===== src/rtl/led_matrix_scan_ctrl_if.sv =====
// Bus bundle between the pattern/mode logic and the LED matrix row-scan controller.
//   enable      scan enable
//   wr_en       write one row of the back buffer
//   wr_row      row address for the write
//   wr_data     row pixels, column c at [3c+2:3c] as {R,G,B}
//   swap_req    level swap request, held until swap_ack
//   swap_ack    one-cycle pulse, buffers have swapped
//   brightness  PWM duty in sixteenths, 0 is dark
//   row         one-hot row select
//   col_rgb     column drive for the current row
//   frame_start one-cycle pulse in the first cycle of row 0 blanking
// master: pattern logic side; slave: scan controller side.
interface led_matrix_scan_ctrl_if;
  logic        enable;
  logic        wr_en;
  logic [2:0]  wr_row;
  logic [23:0] wr_data;
  logic        swap_req;
  logic        swap_ack;
  logic [3:0]  brightness;
  logic [7:0]  row;
  logic [23:0] col_rgb;
  logic        frame_start;

  modport master (
    output enable, wr_en, wr_row, wr_data, swap_req, brightness,
    input  swap_ack, row, col_rgb, frame_start
  );

  modport slave (
    input  enable, wr_en, wr_row, wr_data, swap_req, brightness,
    output swap_ack, row, col_rgb, frame_start
  );
endinterface


===== src/rtl/led_matrix_scan_ctrl.sv =====
// Row-scan scheduler for an 8x8 RGB LED matrix with a double-buffered frame.
// Each row slot is ROW_DWELL cycles: BLANK_CYCLES dark cycles against ghosting, then an active
// window in which the row is driven and the columns are gated by a 4-bit PWM against brightness.
// The back buffer is written row by row; a requested swap takes effect at the frame boundary
// (end of row 7 active), or immediately while idle.
// Ports:
//   clk      clock
//   rst      asynchronous reset, active-high
//   scan_io  slave side of led_matrix_scan_ctrl_if (see that file for signal list)
// Optional build macro LED_SCAN_ACTIVE_LOW_EN: row and col_rgb are inverted at the output
// register for common-anode drivers, so dark (and reset) is all-ones.
module led_matrix_scan_ctrl #(
  parameter int unsigned ROW_DWELL    = 6250,
  parameter int unsigned BLANK_CYCLES = 50
) (
  input logic                         clk,
  input logic                         rst,
  led_matrix_scan_ctrl_if.slave       scan_io
);

  localparam logic [15:0] BlankLast  = 16'(BLANK_CYCLES - 1);
  localparam logic [15:0] ActiveLast = 16'(ROW_DWELL - BLANK_CYCLES - 1);

`ifdef LED_SCAN_ACTIVE_LOW_EN
  localparam logic [7:0]  RowInv = 8'hFF;
  localparam logic [23:0] ColInv = 24'hFFFFFF;
`else
  localparam logic [7:0]  RowInv = 8'h00;
  localparam logic [23:0] ColInv = 24'h000000;
`endif

  typedef enum logic [1:0] {StIdle, StBlank, StActive} state_e;

  state_e      state_q, state_d;
  logic [2:0]  row_idx_q, row_idx_d;
  logic [15:0] cnt_q, cnt_d;
  logic [3:0]  pwm_q, pwm_d;
  logic        sel_q, sel_d;
  logic        block_q, block_d;
  logic        swap_do, swap_ok;

  logic [23:0] buf_q [2][8];

  logic [7:0]  row_q, row_d;
  logic [23:0] col_q, col_d;
  logic        ack_q;
  logic        fs_q, fs_d;

  // A swap is honoured once per request level; block_q holds until swap_req drops.
  assign swap_ok = scan_io.swap_req && !block_q;

  always_comb begin
    state_d   = state_q;
    row_idx_d = row_idx_q;
    cnt_d     = cnt_q;
    pwm_d     = pwm_q;
    swap_do   = 1'b0;
    if (!scan_io.enable) begin
      state_d   = StIdle;
      row_idx_d = '0;
      cnt_d     = '0;
      pwm_d     = '0;
      swap_do   = (state_q == StIdle) && swap_ok;
    end else begin
      unique case (state_q)
        StIdle: begin
          state_d   = StBlank;
          row_idx_d = '0;
          cnt_d     = '0;
          pwm_d     = '0;
          swap_do   = swap_ok;
        end
        StBlank: begin
          if (cnt_q == BlankLast) begin
            state_d = StActive;
            cnt_d   = '0;
            pwm_d   = '0;
          end else begin
            cnt_d = cnt_q + 16'd1;
          end
        end
        StActive: begin
          pwm_d = pwm_q + 4'd1;
          if (cnt_q == ActiveLast) begin
            state_d   = StBlank;
            cnt_d     = '0;
            row_idx_d = row_idx_q + 3'd1;
            swap_do   = (row_idx_q == 3'd7) && swap_ok;
          end else begin
            cnt_d = cnt_q + 16'd1;
          end
        end
        default: begin
          state_d   = StIdle;
          row_idx_d = '0;
          cnt_d     = '0;
          pwm_d     = '0;
        end
      endcase
    end
  end

  always_comb begin
    sel_d   = sel_q ^ swap_do;
    block_d = swap_do ? 1'b1 : (scan_io.swap_req ? block_q : 1'b0);
  end

  // Outputs are built from next-state so the registered outputs track the state registers.
  always_comb begin
    row_d = '0;
    col_d = '0;
    fs_d  = (state_d == StBlank) && (row_idx_d == 3'd0) && (cnt_d == 16'd0);
    if (state_d == StActive) begin
      row_d = 8'b1 << row_idx_d;
      if (pwm_d < scan_io.brightness) begin
        col_d = buf_q[sel_d][row_idx_d];
      end
    end
    row_d = row_d ^ RowInv;
    col_d = col_d ^ ColInv;
  end

  always_ff @(posedge clk or posedge rst) begin
    if (rst) begin
      state_q   <= StIdle;
      row_idx_q <= '0;
      cnt_q     <= '0;
      pwm_q     <= '0;
      sel_q     <= 1'b0;
      block_q   <= 1'b0;
      row_q     <= RowInv;
      col_q     <= ColInv;
      ack_q     <= 1'b0;
      fs_q      <= 1'b0;
    end else begin
      state_q   <= state_d;
      row_idx_q <= row_idx_d;
      cnt_q     <= cnt_d;
      pwm_q     <= pwm_d;
      sel_q     <= sel_d;
      block_q   <= block_d;
      row_q     <= row_d;
      col_q     <= col_d;
      ack_q     <= swap_do;
      fs_q      <= fs_d;
    end
  end

  // Writes always target the pre-toggle back buffer, even in a swap cycle.
  always_ff @(posedge clk or posedge rst) begin
    if (rst) begin
      for (int b = 0; b < 2; b++) begin
        for (int r = 0; r < 8; r++) begin
          buf_q[b][r] <= '0;
        end
      end
    end else if (scan_io.wr_en) begin
      buf_q[~sel_q][scan_io.wr_row] <= scan_io.wr_data;
    end
  end

  assign scan_io.row         = row_q;
  assign scan_io.col_rgb     = col_q;
  assign scan_io.swap_ack    = ack_q;
  assign scan_io.frame_start = fs_q;

endmodule


===== src/flat_wrapper.sv =====
// flat-port wrapper written by rule: the top's interface ports become plain ports
module led_matrix_scan_ctrl_flat 
#(
  parameter int unsigned ROW_DWELL    = 6250,
  parameter int unsigned BLANK_CYCLES = 50
)
  (clk, rst, scan_io_enable, scan_io_wr_en, scan_io_wr_row, scan_io_wr_data, scan_io_swap_req, scan_io_brightness, scan_io_swap_ack, scan_io_row, scan_io_col_rgb, scan_io_frame_start);
  led_matrix_scan_ctrl_if scan_io_i ();
  input logic clk;
  input logic rst;
  input wire logic [$bits(scan_io_i.enable)-1:0] scan_io_enable;
  input wire logic [$bits(scan_io_i.wr_en)-1:0] scan_io_wr_en;
  input wire logic [$bits(scan_io_i.wr_row)-1:0] scan_io_wr_row;
  input wire logic [$bits(scan_io_i.wr_data)-1:0] scan_io_wr_data;
  input wire logic [$bits(scan_io_i.swap_req)-1:0] scan_io_swap_req;
  input wire logic [$bits(scan_io_i.brightness)-1:0] scan_io_brightness;
  output wire logic [$bits(scan_io_i.swap_ack)-1:0] scan_io_swap_ack;
  output wire logic [$bits(scan_io_i.row)-1:0] scan_io_row;
  output wire logic [$bits(scan_io_i.col_rgb)-1:0] scan_io_col_rgb;
  output wire logic [$bits(scan_io_i.frame_start)-1:0] scan_io_frame_start;
  assign scan_io_i.enable = scan_io_enable;
  assign scan_io_i.wr_en = scan_io_wr_en;
  assign scan_io_i.wr_row = scan_io_wr_row;
  assign scan_io_i.wr_data = scan_io_wr_data;
  assign scan_io_i.swap_req = scan_io_swap_req;
  assign scan_io_i.brightness = scan_io_brightness;
  assign scan_io_swap_ack = scan_io_i.swap_ack;
  assign scan_io_row = scan_io_i.row;
  assign scan_io_col_rgb = scan_io_i.col_rgb;
  assign scan_io_frame_start = scan_io_i.frame_start;
  led_matrix_scan_ctrl #(.ROW_DWELL(ROW_DWELL), .BLANK_CYCLES(BLANK_CYCLES)) u_core (.clk(clk), .rst(rst), .scan_io(scan_io_i));
endmodule

===== config.mk =====
export PLATFORM = sky130hd
export DESIGN_NAME = led_matrix_scan_ctrl_flat
export DESIGN_NICKNAME = d
export VERILOG_FILES = /design/src/rtl/led_matrix_scan_ctrl_if.sv /design/src/rtl/led_matrix_scan_ctrl.sv /design/src/flat_wrapper.sv
export SDC_FILE = /design/constraint.sdc
export NUM_CORES = 1
export LEC_CHECK = 0
export CAP_MARGIN = 20
export CORE_MARGIN = 1.5
export CORE_UTILIZATION = 58
export DETAILED_ROUTE_END_ITERATION = 10
export DONT_BUFFER_PORTS = 1
export PLACE_DENSITY = 0.71
export SLEW_MARGIN = 0
export SYNTH_ARGS = -nofsm -noshare
export SYNTH_HDL_FRONTEND = slang
export SYNTH_SLANG_ARGS = --single-unit

===== constraint.sdc =====
create_clock -name clk -period 25.5 [get_ports clk]
set_input_delay 5.1 -clock clk [delete_from_list [all_inputs] [get_ports clk]]
set_output_delay 5.1 -clock clk [all_outputs]
set_load 0.02 [all_outputs]

**Word-level counts from Yosys, hierarchy flattened**

Index checks and enable logic that the tools add are counted.

- Bits in read-only memories: 0
- Bits in registers: 445
- Input bits: 36
- RAM bits: 0
- Word-level logic and storage cells: 95
- Bits in latches: 0
- Output and inout port bits: 34
- Memories: 0

- Bitwise gates (word level): 6
- $add $sub $neg: 3
- Divide/modulo/power cells: 0
- Magnitude comparators: 7
- Reduce and logical (&&, ||, !) cells: 11
- Multiplexer cells: 33
- Multipliers: 0
- Eq/ne operators: 8
- Shifts and indexed selects: 1

Operators by type and width:

| operator | count |
|---|---|
| $mux 192 | 4 |
| $bwmux 384 | 1 |
| $demux 192 s1 | 1 |
| $mux 24 | 5 |
| $bmux 24 s3 | 1 |
| $demux 24 s3 | 1 |
| $mux 16 | 3 |
| $pmux 16 s2 | 1 |
| $add 16x1->16 const B | 1 |
| $eq 16x13->1 const B | 1 |
| $eq 16x6->1 const B | 1 |
| $logic_not 16->1 | 1 |
| $ge 4x4->1 const B | 2 |
| $mux 4 | 2 |
| $mux 8 | 1 |
| $not 3->4 | 2 |
| $pmux 4 s2 | 1 |
| $shl 1x3->8 const A | 1 |
| $logic_and 1x1->1 | 7 |
| $mux 2 | 3 |
| $mux 3 | 2 |
| $pmux 2 s3 | 1 |
| $pmux 3 s2 | 1 |
| $add 4x1->4 const B | 1 |
| 17 further kinds | 24 |

**Depth between registers and ports, before layout**

- Depth in word-level cells: 16
- Depth in mapped cells: 17
- Gate-level depth less buffers: 16

**Least setup slack after synthesis**

No wires, ideal clock.

- Path type: input-to-reg
- Start: in scan_io_enable
- End: reg u_core.col_q[13] (netlist: u_core.scan_io.col_rgb[13])
- Setup time: 69 ps
- Buffers on the path: 1
- Slack: 18338 ps
- Arrival: 7093 ps
- Required time: 25431 ps
- Stages on the path: 12
- Path through: nand2_1 > nor2_1 > ha_1 > nor2b_1 > o21a_1 > o21ai_0 > o311a_1 > nand4_2 > buf_2 > a221oi_1 > o21ai_0 > nand3_1

- Elaborated cells on any way between the ends: 17
- Those cells by class: order compare (1); eq/ne (1); mux (12); bitwise (3)

RTL lines:

| item | line | text |
|---|---|---|
| start: declaration | flat_wrapper.sv:11 | `input wire logic [$bits(scan_io_i.enable)-1:0] scan_io_enable;` |
| $mux 4 | led_matrix_scan_ctrl.sv:58 | `if (!scan_io.enable) begin` |
| via u_core.pwm_d[1] | led_matrix_scan_ctrl.sv:37 | `logic [3:0] pwm_q, pwm_d;` |
| $lt 4x4->1 | led_matrix_scan_ctrl.sv:115 | `if (pwm_d < scan_io.brightness) begin` |
| $mux 24 | led_matrix_scan_ctrl.sv:115 |  |
| $mux 24 | led_matrix_scan_ctrl.sv:113 | `if (state_d == StActive) begin` |
| via u_core.col_d[13] | led_matrix_scan_ctrl.sv:45 | `logic [23:0] col_q, col_d;` |
| end signal: assignment | led_matrix_scan_ctrl.sv:132 | `col_q <= ColInv;` |
| end signal: assignment | led_matrix_scan_ctrl.sv:143 | `col_q <= col_d;` |
| end: declaration | led_matrix_scan_ctrl.sv:45 |  |

The timed path passes the listed nets, and every way through them passes these cells. The select of a mux whose other input is x is not followed.
A chain may end at the register's enable or synchronous reset.

**Worst setup path in the final report**

- Start: in scan_io_enable
- End: reg u_core.col_q[14] (netlist: u_core.scan_io.col_rgb[14])

- Longest elaborated chain between the ends: 11
- Elaborated cells on any way between the ends: 17
- Those cells by class: order compare (1); eq/ne (1); mux (12); bitwise (3)

RTL lines:

| item | line | text |
|---|---|---|
| $mux 1 | led_matrix_scan_ctrl.sv:58 |  |
| $xor 1x1->1 | led_matrix_scan_ctrl.sv:104 | `sel_d = sel_q ^ swap_do;` |
| $not 1->2 (implied by the code) | led_matrix_scan_ctrl.sv:116 | `col_d = buf_q[sel_d][row_idx_d];` |
| $mux 192 (implied by the code) (3 in series) | led_matrix_scan_ctrl.sv:116 |  |
| $bmux 24 s3 | led_matrix_scan_ctrl.sv:116 |  |
| $mux 24 (implied by the code) (2 in series) | led_matrix_scan_ctrl.sv:116 |  |
| $mux 24 | led_matrix_scan_ctrl.sv:115 |  |
| $mux 24 (*) | led_matrix_scan_ctrl.sv:113 |  |
| via u_core.col_d[14] | led_matrix_scan_ctrl.sv:45 |  |

The timed path passes the listed nets; every way through them passes the cells marked *. The select of a mux whose other input is x is not followed.

==> results.toml <==
[clock_tree]
clkLatencyLatePin_ps = 580
cts_inserted_buffers = 47
cts.clk_slew.worst_paths_ps = 60
cts_resized = 0
cts.hold.buffers_added = 0
htree_levels = 2
cts-root-buf = "clkbuf_16"
cts_tree = "yes"
cts_max_path_buffers = 3
cts.sinks = 445
cts_setup_buffers = 0

[timing]
fin_crit_ps = 8156
final-setup-viol-count = 0
timing.hold.ws_ps = 501.8
slew_viol_final = 0
fin_tns_setup_ps = 0
rsz0062_at_grt = "no"
maxSlewHeadroom = 0.2771
fin_skew_ps = 17.62
finalCritPeriodShare = 0.3198
hold_viol = 0
worstMarginPinSlew_ps = 1084
fmax_ghz = 0.1226

[setup_path]
arrival_ps = 8620
endpoint_kind = "flip-flop"
required_ps = 25960
start_kind = "primary input"
path_class = "in2reg"
cp_max_fo = 64

[pwr]
power_density_nw_per_um2 = 103.3
max-vdd-ir-drop_mv = 0.05921
cellLeakagePower_nw = 9.815

[layout]
fill_cells = 2652
syn2layout_area_growth_pct = 9.269
num_antenna_cells = 0
num-nets-final = 1777
drive_above_1_share = 0.2961

[synth]
yosys_warnings = 0
synthCells = 1786
syn_nets = 1834
synth-edff-count = 0
yosys-top-cells-area = "dfrtp_1 (54%), mux2_2 (21%), nand2_1 (5.5%)"
synth_seq_cells = 445
ys_types = 69
avgSynthCellArea_um2 = 11.50
yosysMostFrequentCell = "dfrtp_1"
yosysTopAreaCellShare = 0.5424
yosys-top-cells-count = "dfrtp_1 (445), mux2_2 (385), nand2_1 (299)"
synth_area_um2 = 20530
ys.flop_type = "dfrtp_1"
synth_seq_area_share = 0.5424
yosysTopAreaCell = "dfrtp_1"
async_flop_share = 1.000

[detailed_routing]
first_pass_iters = 5
via_count = 13770
wire_per_inst_um = 22.55
drtIter0Drc = 1079
post-route-drc-count = 0
vias_per_cell = 6.200
drt_wl_total_mm = 50.09
postRouteAntennaNets = 0

[global_route]
grt_max_degree = 177
grt_antenna_before_repair = 0
grt_pass1_vias = 13880
grt_pass1_wl_mm = 80.53
grt_use_total = 0.2869
grt_overflow_total = 0

[floorplan]
std_cell_rows = 68
ios = 70
die_h_um = 191.2
initial_core_util = 0.5915
coreArea_um2 = 34710
die_area_um2 = 36540
die_x_um = 191.2

[status]
outcome = "finished, final reports clean"

[job]
maxCapViolations = 0

[place]
dp_hpwl_mm = 27.63
place.gp.congestion = 0.7893
port_buffers = 0

[min_path]
hold_class = "reg2reg"
-- power by group --
part | total [mW] | switching, mW | internal (mW)
registers | 1.12 | 0.139 | 0.979
clock network | 0.698 | 0.286 | 0.413
logic | 0.501 | 0.225 | 0.276
total | 2.32 | 0.649 | 1.67
-- per-stage QoR --
step / power, mW / util / instance area [um^2] / setup slack (ps) / instances
after floorplan: 1.522 / - / 20530 / 8000 / 1786
after global placement: 1.593 / 0.5978 / 20750 / 16870 / 2131
after detailed placement: 1.626 / 0.5991 / 20800 / 16790 / 2133
after CTS: 2.327 / 0.6449 / 22390 / 17400 / 2219
after global routing: 2.448 / 0.6463 / 22440 / 17130 / 2221
final: 2.317 / 0.6463 / 22440 / 17340 / 2221
-- critical path, stage by stage --
cell and delay [ps]:
nand4b_1 140, o211ai_2 640, and2_4 880, inv_4 460, buf_4 510, mux2i_1 280
a221oi_2 90, o21bai_1 190, a221o_1 290
-- final timing paths --
path                                    from                         end  slack [ps]  cells after the start
max reg2reg                u_core.state_q[0]  u_core.scan_io.col_rgb[14]       20550                     12
min                        u_core.buf_q[109]           u_core.buf_q[109]         500                      1
min reg2reg                u_core.buf_q[109]           u_core.buf_q[109]         500                      1
max                           scan_io_enable  u_core.scan_io.col_rgb[14]       17340                      9
max in group asynchronous                rst           u_core.buf_q[268]       18720                      3
min in group asynchronous                rst  u_core.scan_io.col_rgb[21]        4540                      1
-- per-layer routing --
layer  part of all wire  global-route usage  vias to the layer above
met1               0.45              0.4111                     7150
met4              0.025             0.08594                        0
met5                  0                   0                        -
met3              0.062             0.05361                       76
met2               0.46              0.4459                      402
li1                   -                   -                     6143
-- sequential cells by signal, summed over array words and instances, names as in the netlist, 2 cells and up --
name / cells
u_core.cnt_q: 16
u_core.buf_q: 384
u_core.row_idx_q: 3
u_core.scan_io.row: 8
u_core.pwm_q: 4
u_core.scan_io.col_rgb: 24
u_core.state_q: 2
-- cells in the final DEF, fill, tap and decap left out, drive strengths merged, types with 5 or more instances in the layout --
master	synthesis	routed
nand4	18	18
a211oi	34	34
xor2	8	8
a21oi	22	22
a31oi	16	16
mux2	385	385
nor3	5	5
xnor2	10	10
buf	48	30
a21boi	16	16
nand3	175	175
nand2	299	299
ha	12	12
dfrtp	445	445
nand2b	7	7
o21ai	32	32
and2	8	8
and3	7	7
nor2b	6	6
mux2i	34	34
clkinv	0	11
clkbuf	88	67
a221oi	6	6
nor2	49	49
inv	10	13
-- cell families after synthesis --
| logic type | count (synthesis) | synth area share |
|---|---|---|
| AOI/OAI and AO/OA | 149 | 0.05015 |
| muxes | 419 | 0.2277 |
| xor gates and xnor gates | 18 | 0.007678 |
| and+or+nand+nor | 597 | 0.1321 |
| buffers and inverters | 146 | 0.03266 |
| DFF | 445 | 0.5424 |
| adders and majority gates | 12 | 0.007312 |
-- area by class of cell --
| type | instances | area, um^2 | area share |
|---|---|---|---|
| Clock buffer | 67 | 1351 | 0.06023 |
| Timing Repair Buffer | 30 | 302.8 | 0.01350 |
| Inverter | 10 | 47.55 | 0.002119 |
| Sequential cell | 445 | 11140 | 0.4963 |
| Multi-Input combinational cell | 1195 | 8790 | 0.3918 |
| Tap cell | 455 | 569.3 | 0.02538 |
| Clock inverter | 19 | 239.0 | 0.01065 |
Note: power is estimated with default switching activity, not from simulation.
==> RTL edit, RTL diff (same flow settings) <==
Re-encode `state_e` (3 states) as one-hot, 3 bits wide.
--- a/src/rtl/led_matrix_scan_ctrl.sv
+++ b/src/rtl/led_matrix_scan_ctrl.sv
@@ -30,5 +30,5 @@
 `endif
 
-  typedef enum logic [1:0] {StIdle, StBlank, StActive} state_e;
+  typedef enum logic [2:0] {StIdle = 3'b001, StBlank = 3'b010, StActive = 3'b100} state_e;
 
   state_e      state_q, state_d;
Check against the original RTL: same outputs for any inputs over 4 cycles, from zero or initial values and one cycle with rst high; so few cycles prove little.
==> RTL edit against the unedited design <==
- sequential cell count grew 1
- core utilization shrank 0.11 points
- combinational power shrank 25%
- setup slack gained 0.22 ns
- worst hold slack is essentially flat
- design area is essentially flat
- wire length shrank 5.3%
- die area grew 0.38%
- clock power is essentially flat
- register-to-register slack gained 0.12 ns
- area after synthesis grew 0.38%
- fmax grew 2.7%
- total power shrank 10%
- via count shrank 8.6%
- largest cell class unchanged
==> RTL edit: results (changes against the unedited design) <==
| Metric | Value |
|---|---|
| M1 GR Usage | `0.367 (was 0.411)` |
| Fillers | `2,560 (was 2,652)` |
| Initial DRC Count | `798 (was 1,079)` |
| Compound-Gate Fraction of Synth Area | `0.0738 (was 0.0502)` |
| Vias | `12,600 (was 13,800)` |
| Pin count of the biggest net entering global routing | `176 (was 177)` |
| Post-Synth XOR/XNOR Area | `0.00680 (was 0.00768)` |
| Slowest CP cell | `buf_4 (was and2_4)` |
| Max stage delay on crit path | `0.77 ns (was 0.88 ns)` |
| Worst-Margin Slew | `1.13 ns (was 1.08 ns)` |
| Worst Setup SP | `scan_io_swap_req (was scan_io_enable)` |
| P_comb | `375 uW (was 501 uW)` |
| Final nets | `1,546 (was 1,777)` |
| Post-synth top cells | `dfrtp_1, mux2_2, mux2i_1, nand2_1, clkbuf_1 (was dfrtp_1, mux2_2, nand2_1, nand3_1, clkbuf_1)` |
| VDD IR-drop max | `0.0614 mV (was 0.0592 mV)` |
| Critical Path AT | `8.36 ns (was 8.62 ns)` |
| Clk. pwr | `697 uW (was 698 uW)` |
| Mux share of post-synthesis cell area | `0.282 (was 0.228)` |
| Final Non-Filler Cells | `1,991 (was 2,221)` |
| Synth area leaders | `dfrtp_1, mux2_2, mux2i_1, a32oi_1, nand2_1 (was dfrtp_1, mux2_2, nand2_1, nand3_1, mux2i_1)` |
| Share of cells above drive strength 1 | `0.342 (was 0.296)` |
| Reg2reg path depth | `10 (was 12)` |
| Total GRT Usage | `0.267 (was 0.287)` |
| Post-Route WL | `47.4 mm (was 50.1 mm)` |
| Status | `completed (unchanged)` |
| Worst R2R Start | `u_core.cnt_q[6] (was u_core.state_q[0])` |
| Dpl cells | `1,906 (was 2,133)` |
| Crit path capture | `u_core.scan_io.col_rgb[22] (was u_core.scan_io.col_rgb[14])` |
## RTL edit: routing by layer
metal  vias up  part of all wire
li1       5580                 -
met1      6695              0.46
met2       240              0.48
met3        67             0.046
met4         0             0.021
met5         -                 0
## RTL edit: cell type report
class	instances	area (um2)	share of cell area
sequential	446	11200	0.497
multi-input combinational	974	8870	0.395
clock buffer	70	1360	0.0607
tap	455	569	0.0254
timing repair buffer	22	218	0.00970
clock inverter	13	216	0.00964
inverter	11	50.0	0.00223
## RTL edit: worst min path at each step
stage	startpoint	to	slack (ns)	cells past startpoint
CTS	u_core.buf_q[22]	u_core.buf_q[22]	0.50	1
finish	u_core.buf_q[133]	u_core.buf_q[133]	0.50	1
detailed placement	u_core.buf_q[22]	u_core.buf_q[22]	0.49	1
global placement	u_core.buf_q[133]	u_core.buf_q[133]	0.49	1
global route	u_core.buf_q[22]	u_core.buf_q[22]	0.51	1
floorplan	u_core.buf_q[94]	u_core.buf_q[94]	0.47	1
